File: src/rtl/inst_prefetch.sv
`default_nettype none
// ============================================================================
// Module   : inst_prefetch
// Purpose  : Instruction prefetch queue between the fetch stage and a
//            combinational instruction ROM. Issues sequential word addresses,
//            buffers {instruction, PC} pairs in a DEPTH-entry FIFO and hands
//            them to the core over a valid/ready handshake. A redirect flushes
//            the queue and restarts fetching at the (word-aligned) target.
// Revision : 1.0 - initial release
// ----------------------------------------------------------------------------
// Parameters
//   DEPTH          FIFO entries, power of two, >= 2
//   RESET_PC       first fetch address after reset (word aligned)
// Ports
//   clk            clock, rising edge
//   rst            synchronous reset, active-high
//   rom_ce_o       ROM chip enable (high while fetching)
//   rom_addr_o     ROM word address
//   rom_inst_i     ROM data, valid in the same cycle as rom_addr_o
//   inst_o         instruction at the FIFO head (0 when empty)
//   pc_o           PC of inst_o (0 when empty)
//   valid_o        head entry valid
//   ready_i        core accepts the head this cycle
//   redirect_i     flush the queue and refetch from redirect_pc_i
//   redirect_pc_i  redirect target, bits [1:0] ignored
//   stall_cnt_o    (PREFETCH_STAT_EN only) cycles the core was starved
// Configuration
//   PREFETCH_STAT_EN  when defined, adds the stall_cnt_o starvation counter
// ============================================================================
module inst_prefetch #(
  parameter int          DEPTH    = 4,
  parameter logic [31:0] RESET_PC = 32'h0000_0000
) (
  input  logic        clk,
  input  logic        rst,
  output logic        rom_ce_o,
  output logic [31:0] rom_addr_o,
  input  logic [31:0] rom_inst_i,
  output logic [31:0] inst_o,
  output logic [31:0] pc_o,
  output logic        valid_o,
  input  logic        ready_i,
  input  logic        redirect_i,
  input  logic [31:0] redirect_pc_i
`ifdef PREFETCH_STAT_EN
  ,
  output logic [31:0] stall_cnt_o
`endif
);

  localparam int PTR_W = (DEPTH > 1) ? $clog2(DEPTH) : 1;
  localparam int CNT_W = PTR_W + 1;
  localparam logic [CNT_W-1:0] FULL = CNT_W'(DEPTH);

  typedef enum logic [1:0] {
    S_RESET = 2'd0,
    S_RUN   = 2'd1,
    S_STALL = 2'd2
  } state_t;

  state_t             state;
  logic [31:0]        fetch_pc;
  logic [CNT_W-1:0]   count;
  logic [CNT_W-1:0]   count_nxt;
  logic [PTR_W-1:0]   rd_ptr;
  logic [PTR_W-1:0]   wr_ptr;
  logic [31:0]        inst_mem [DEPTH];
  logic [31:0]        pc_mem   [DEPTH];
  logic               push;
  logic               pop;
  logic               not_empty;

  // A redirect cycle never writes: the fetched word belongs to the old path.
  assign push      = (state == S_RUN) & ~redirect_i;
  assign not_empty = (count != '0);
  assign valid_o   = not_empty & ~redirect_i;
  assign pop       = valid_o & ready_i;

  always_comb begin
    count_nxt = count;
    case ({push, pop})
      2'b10:   count_nxt = count + CNT_W'(1);
      2'b01:   count_nxt = count - CNT_W'(1);
      default: count_nxt = count;
    endcase
  end

  // ROM interface depends on state/fetch_pc only, so neither ready_i nor
  // redirect_i has a combinational path to it.
  assign rom_ce_o   = (state == S_RUN);
  assign rom_addr_o = (state == S_RESET) ? 32'h0 : fetch_pc;

  assign inst_o = not_empty ? inst_mem[rd_ptr] : 32'h0;
  assign pc_o   = not_empty ? pc_mem[rd_ptr]   : 32'h0;

  always_ff @(posedge clk) begin
    if (rst) begin
      state    <= S_RESET;
      fetch_pc <= RESET_PC;
      count    <= '0;
      rd_ptr   <= '0;
      wr_ptr   <= '0;
    end else if (redirect_i) begin
      state    <= S_RUN;
      fetch_pc <= redirect_pc_i & 32'hFFFF_FFFC;
      count    <= '0;
      rd_ptr   <= '0;
      wr_ptr   <= '0;
    end else begin
      count <= count_nxt;
      if (push) begin
        wr_ptr   <= wr_ptr + PTR_W'(1);
        fetch_pc <= fetch_pc + 32'd4;   // wraps 0xFFFF_FFFC -> 0 silently
      end
      if (pop) begin
        rd_ptr <= rd_ptr + PTR_W'(1);
      end
      case (state)
        S_RESET: state <= S_RUN;
        S_RUN:   if (count_nxt == FULL) state <= S_STALL;
        S_STALL: if (count_nxt < FULL)  state <= S_RUN;
        default: state <= S_RESET;
      endcase
    end
  end

  // Storage needs no reset: entries are only observable through count.
  always_ff @(posedge clk) begin
    if (!rst && push) begin
      inst_mem[wr_ptr] <= rom_inst_i;
      pc_mem[wr_ptr]   <= fetch_pc;
    end
  end

`ifdef PREFETCH_STAT_EN
  logic [31:0] stall_cnt;

  always_ff @(posedge clk) begin
    if (rst) begin
      stall_cnt <= 32'h0;
    end else if ((state != S_RESET) && !valid_o) begin
      stall_cnt <= stall_cnt + 32'd1;
    end
  end

  assign stall_cnt_o = stall_cnt;
`endif

endmodule
`default_nettype wire

File: config.mk
export PLATFORM = sky130hd
export DESIGN_NAME = inst_prefetch
export DESIGN_NICKNAME = d
export VERILOG_FILES = /design/src/rtl/inst_prefetch.sv
export SDC_FILE = /design/constraint.sdc
export NUM_CORES = 1
export LEC_CHECK = 0
export BUFFER_PORTS_ARGS = -buffer_cell sky130_fd_sc_hd__buf_2
export CORE_MARGIN = 2
export CORE_UTILIZATION = 57
export DETAILED_ROUTE_END_ITERATION = 10
export GPL_ROUTABILITY_DRIVEN = 0
export PLACE_DENSITY_LB_ADDON = 0.25
export SLEW_MARGIN = 20
export SYNTH_ARGS = -nofsm -noshare
export SYNTH_HDL_FRONTEND = slang
export SYNTH_SLANG_ARGS = --single-unit
File: constraint.sdc
create_clock -name clk -period 4 [get_ports clk]
set_input_delay 0.8 -clock clk [delete_from_list [all_inputs] [get_ports clk]]
set_output_delay 0.8 -clock clk [all_outputs]
set_load 0.02 [all_outputs]
==> impl_metrics.toml <==
[status]
status = "finished clean"

[floorplanning]
die_y_um = 149
die_area_um2 = 22100
pin_count = 166
rows = 52
start_util_pct = 58.5
core_um2 = 20400
die_w_um = 149

[yosys]
async_flop_share_pct = 0
ys_types = 53
synthFlopType = "edfxtp_1"
synth_cells = 725
synth_seq_cells = 289
yosys_warnings = 0
synth_edf_count = 248
avgSynthCellArea_um2 = 16.5
yosysSeqAreaShare_pct = 69.2
synth_area_um2 = 11900

[pwr]
power_leakage_uw = 0.00483
vdd_drop_max_mv = 0.306
p_per_area_nw_per_um2 = 452

[cts]
cts_buffers = 28
cts_setup_buffers = 0
root_buffer = "clkbuf_16"
cts_resized = 0
cts_buffer_depth = 3
cts.clk_slew.worst_paths_ns = 0.06
ctsHoldBuffers = 0
ctsHtreeMaxLevel = 1
tritoncts = "done"
clkLatencyLatePin_ns = 0.53
clkSinkCount = 289

[hold_path]
worstHoldPathCells = 1
min_from = "rom_inst_i[0]"
whs_endpoint = "inst_mem[1][0]"
hp-class = "primary input to register"

[worst_setup_path]
reg2reg_depth = 10
crit_path_end_kind = "output pin"
crit_family = "flip-flops"
slowest_delay_ns = 0.73
reg2reg_slack_ns = 0.87
cp_slowest_cell = "dfxtp_4"
path_buf_inv = 2
cp_data_required_time_ns = 3.20
start_kind = "register"
worstReg2RegEnd = "state[1]"
r2r_start = "state[1]"
critPathKind = "register to output pin"
cp.arrival_ns = 2.56
worstPathCellList = "buf_4, mux4_2, nor2b_1, buf_2"
critPathMaxFanout = 26

[timing]
period_minus_slack_ns = 3.36
rsz0062_at_grt = "no"
finalSetupViolCount = 0
fin_skew_ns = 0.0120
tightest_slew_ns = 0.943
relSlewSlack_pct = 37.1
setup_tns_ns = 0
worst_slack_ns = 0.636
finalHoldViolCount = 0
fmax_mhz = 297
post-route-period-util_pct = 84.1
slew_viol_final = 0

[flow_run]
max-cap-violations = 0

[global_route]
grt_pass1_wl_um = 38400
grt_overflow = 0
gr-usage-all-layers_pct = 22.5
antenna_found_initial = 0
grt_pass1_vias = 7149
grt_max_degree = 65

[detailed_routing]
via_per_inst = 5.92
drt_iter0_markers = 567
dr.pass1.iters = 5
ant_nets = 0
wl_per_cell_um = 21.0
routed_wl_um = 24700
route.detailed.drc = 0
vias = 6968

[finish]
fin_nets = 961
syn2layout_area_growth_pct = 16.8
drive_gt1_share_pct = 32.2
fillCellCount = 1432
design_area_um2 = 14000
diodes = 0

[placement]
port_buffers = 159
dp_slack_ns = 0.910
placed_cell_area_um2 = 13100
dp_hpwl_um = 15400
[report_power, final]
group / internal (µW) / switching [µW] / leakage (µW)
registers: 3330 / 66.5 / 0.00259
clock network: 1520 / 1040 / 0.000442
logic: 139 / 224 / 0.00180
total: 4980 / 1330 / 0.00483
[worst max-delay path by stage]
stage | slack, ns | end | from | cells after the start
finish | 0.64 | pc_o[22] | register | 4
CTS | 0.58 | inst_o[24] | register | 4
global placement | 1.01 | state[1] | redirect_i | 9
floorplan | 0.80 | inst_mem[0][0] | redirect_i | 3
global route | 0.47 | pc_o[31] | register | 4
detailed placement | 0.91 | state[1] | state[1] | 10
[logic make-up (layout without fill, tap and decap cells)]
| kind of cell | after synthesis | in the layout | synth area share [%] |
|---|---|---|---|
| and+or+nand+nor | 227 | 227 | 11.2 |
| other | 1 | 4 | 0.0314 |
| buffers and inverters | 61 | 241 | 2.19 |
| AOI/OAI and AO/OA | 61 | 61 | 3.64 |
| adders and majority gates | 7 | 7 | 0.796 |
| DFF | 289 | 289 | 69.2 |
| xor gates and xnor gates | 17 | 17 | 1.25 |
| muxes | 62 | 62 | 11.7 |
[synth_stat cells, types with 9 or more instances]
cell type	number	area share, %
edfxtp_1	248	62
nor2b_1	92	4.8
mux4_2	62	12
dfxtp_1	41	6.9
nor2_1	36	1.1
clkbuf_1	33	1.0
nand2_1	22	0.69
a211oi_1	14	0.88
nand3_1	13	0.54
a21oi_1	11	0.46
inv_1	11	0.35
a311oi_1	9	0.66
and3_1	9	0.47
xnor2_1	9	0.66
[layout make-up]
cell class,count,area (µm²),area share (%)
Sequential cell,289,8280,59.3
Multi-Input combinational cell,378,3460,24.8
Timing Repair Buffer,177,943,6.76
Clock buffer,38,759,5.44
Tap cell,270,338,2.42
Clock inverter,14,139,0.995
Inverter,12,45.0,0.323
[layer usage]
| metal | track usage, % | vias to the layer above | routed length (µm) |
|---|---|---|---|
| li1 | - | 3146 | - |
| met1 | 30.4 | 3510 | 10100 |
| met2 | 39.0 | 264 | 12600 |
| met3 | 2.91 | 48 | 1440 |
| met4 | 6.29 | 0 | 561 |
| met5 | 0 | - | 0 |
[state kept, by name (all words and copies together), names as in the netlist, named ones only]
signal,cells
fetch_pc,30
state,2
wr_ptr,2
inst_mem,128
rd_ptr,2
pc_mem,120
count,3
[cell usage in the layout (no fill, tap or decap), drive strengths merged, types with 2 or more instances in the layout]
master and instances:
conb 4, o31ai 2, nor2b 92, nand4 10
clkbuf 38, ha 6, bufinv 3, xnor2 9
mux4 62, a21oi 11, and4 5, a311oi 9
nor3b 3, nand3 13, nor4b 3, and3 9
edfxtp 248, nand2b 2, o211ai 5, or4 6
nor3 4, or3 8, nor2 36, inv 11
o21ai 8, o21a 2, a2111oi 2, dfxtp 41
a211oi 14, nand2 22, xor2 8, clkinv 12
nor4 5, and4b 2, and3b 2, buf 177
[per-stage QoR]
| stage | utilization (%) | hold WS [ns] | cells | total power, µW |
|---|---|---|---|---|
| CTS | 68.3 | 0.464 | 1178 | 6360 |
| finish | 68.3 | 0.485 | 1178 | 6310 |
| global placement | 63.9 | 0.473 | 1126 | 3800 |
| floorplan | - | 0.455 | 728 | 3660 |
| global route | 68.3 | 0.479 | 1178 | 6510 |
| detailed placement | 63.9 | 0.494 | 1126 | 3820 |
Note: power is estimated with default switching activity, not from simulation.
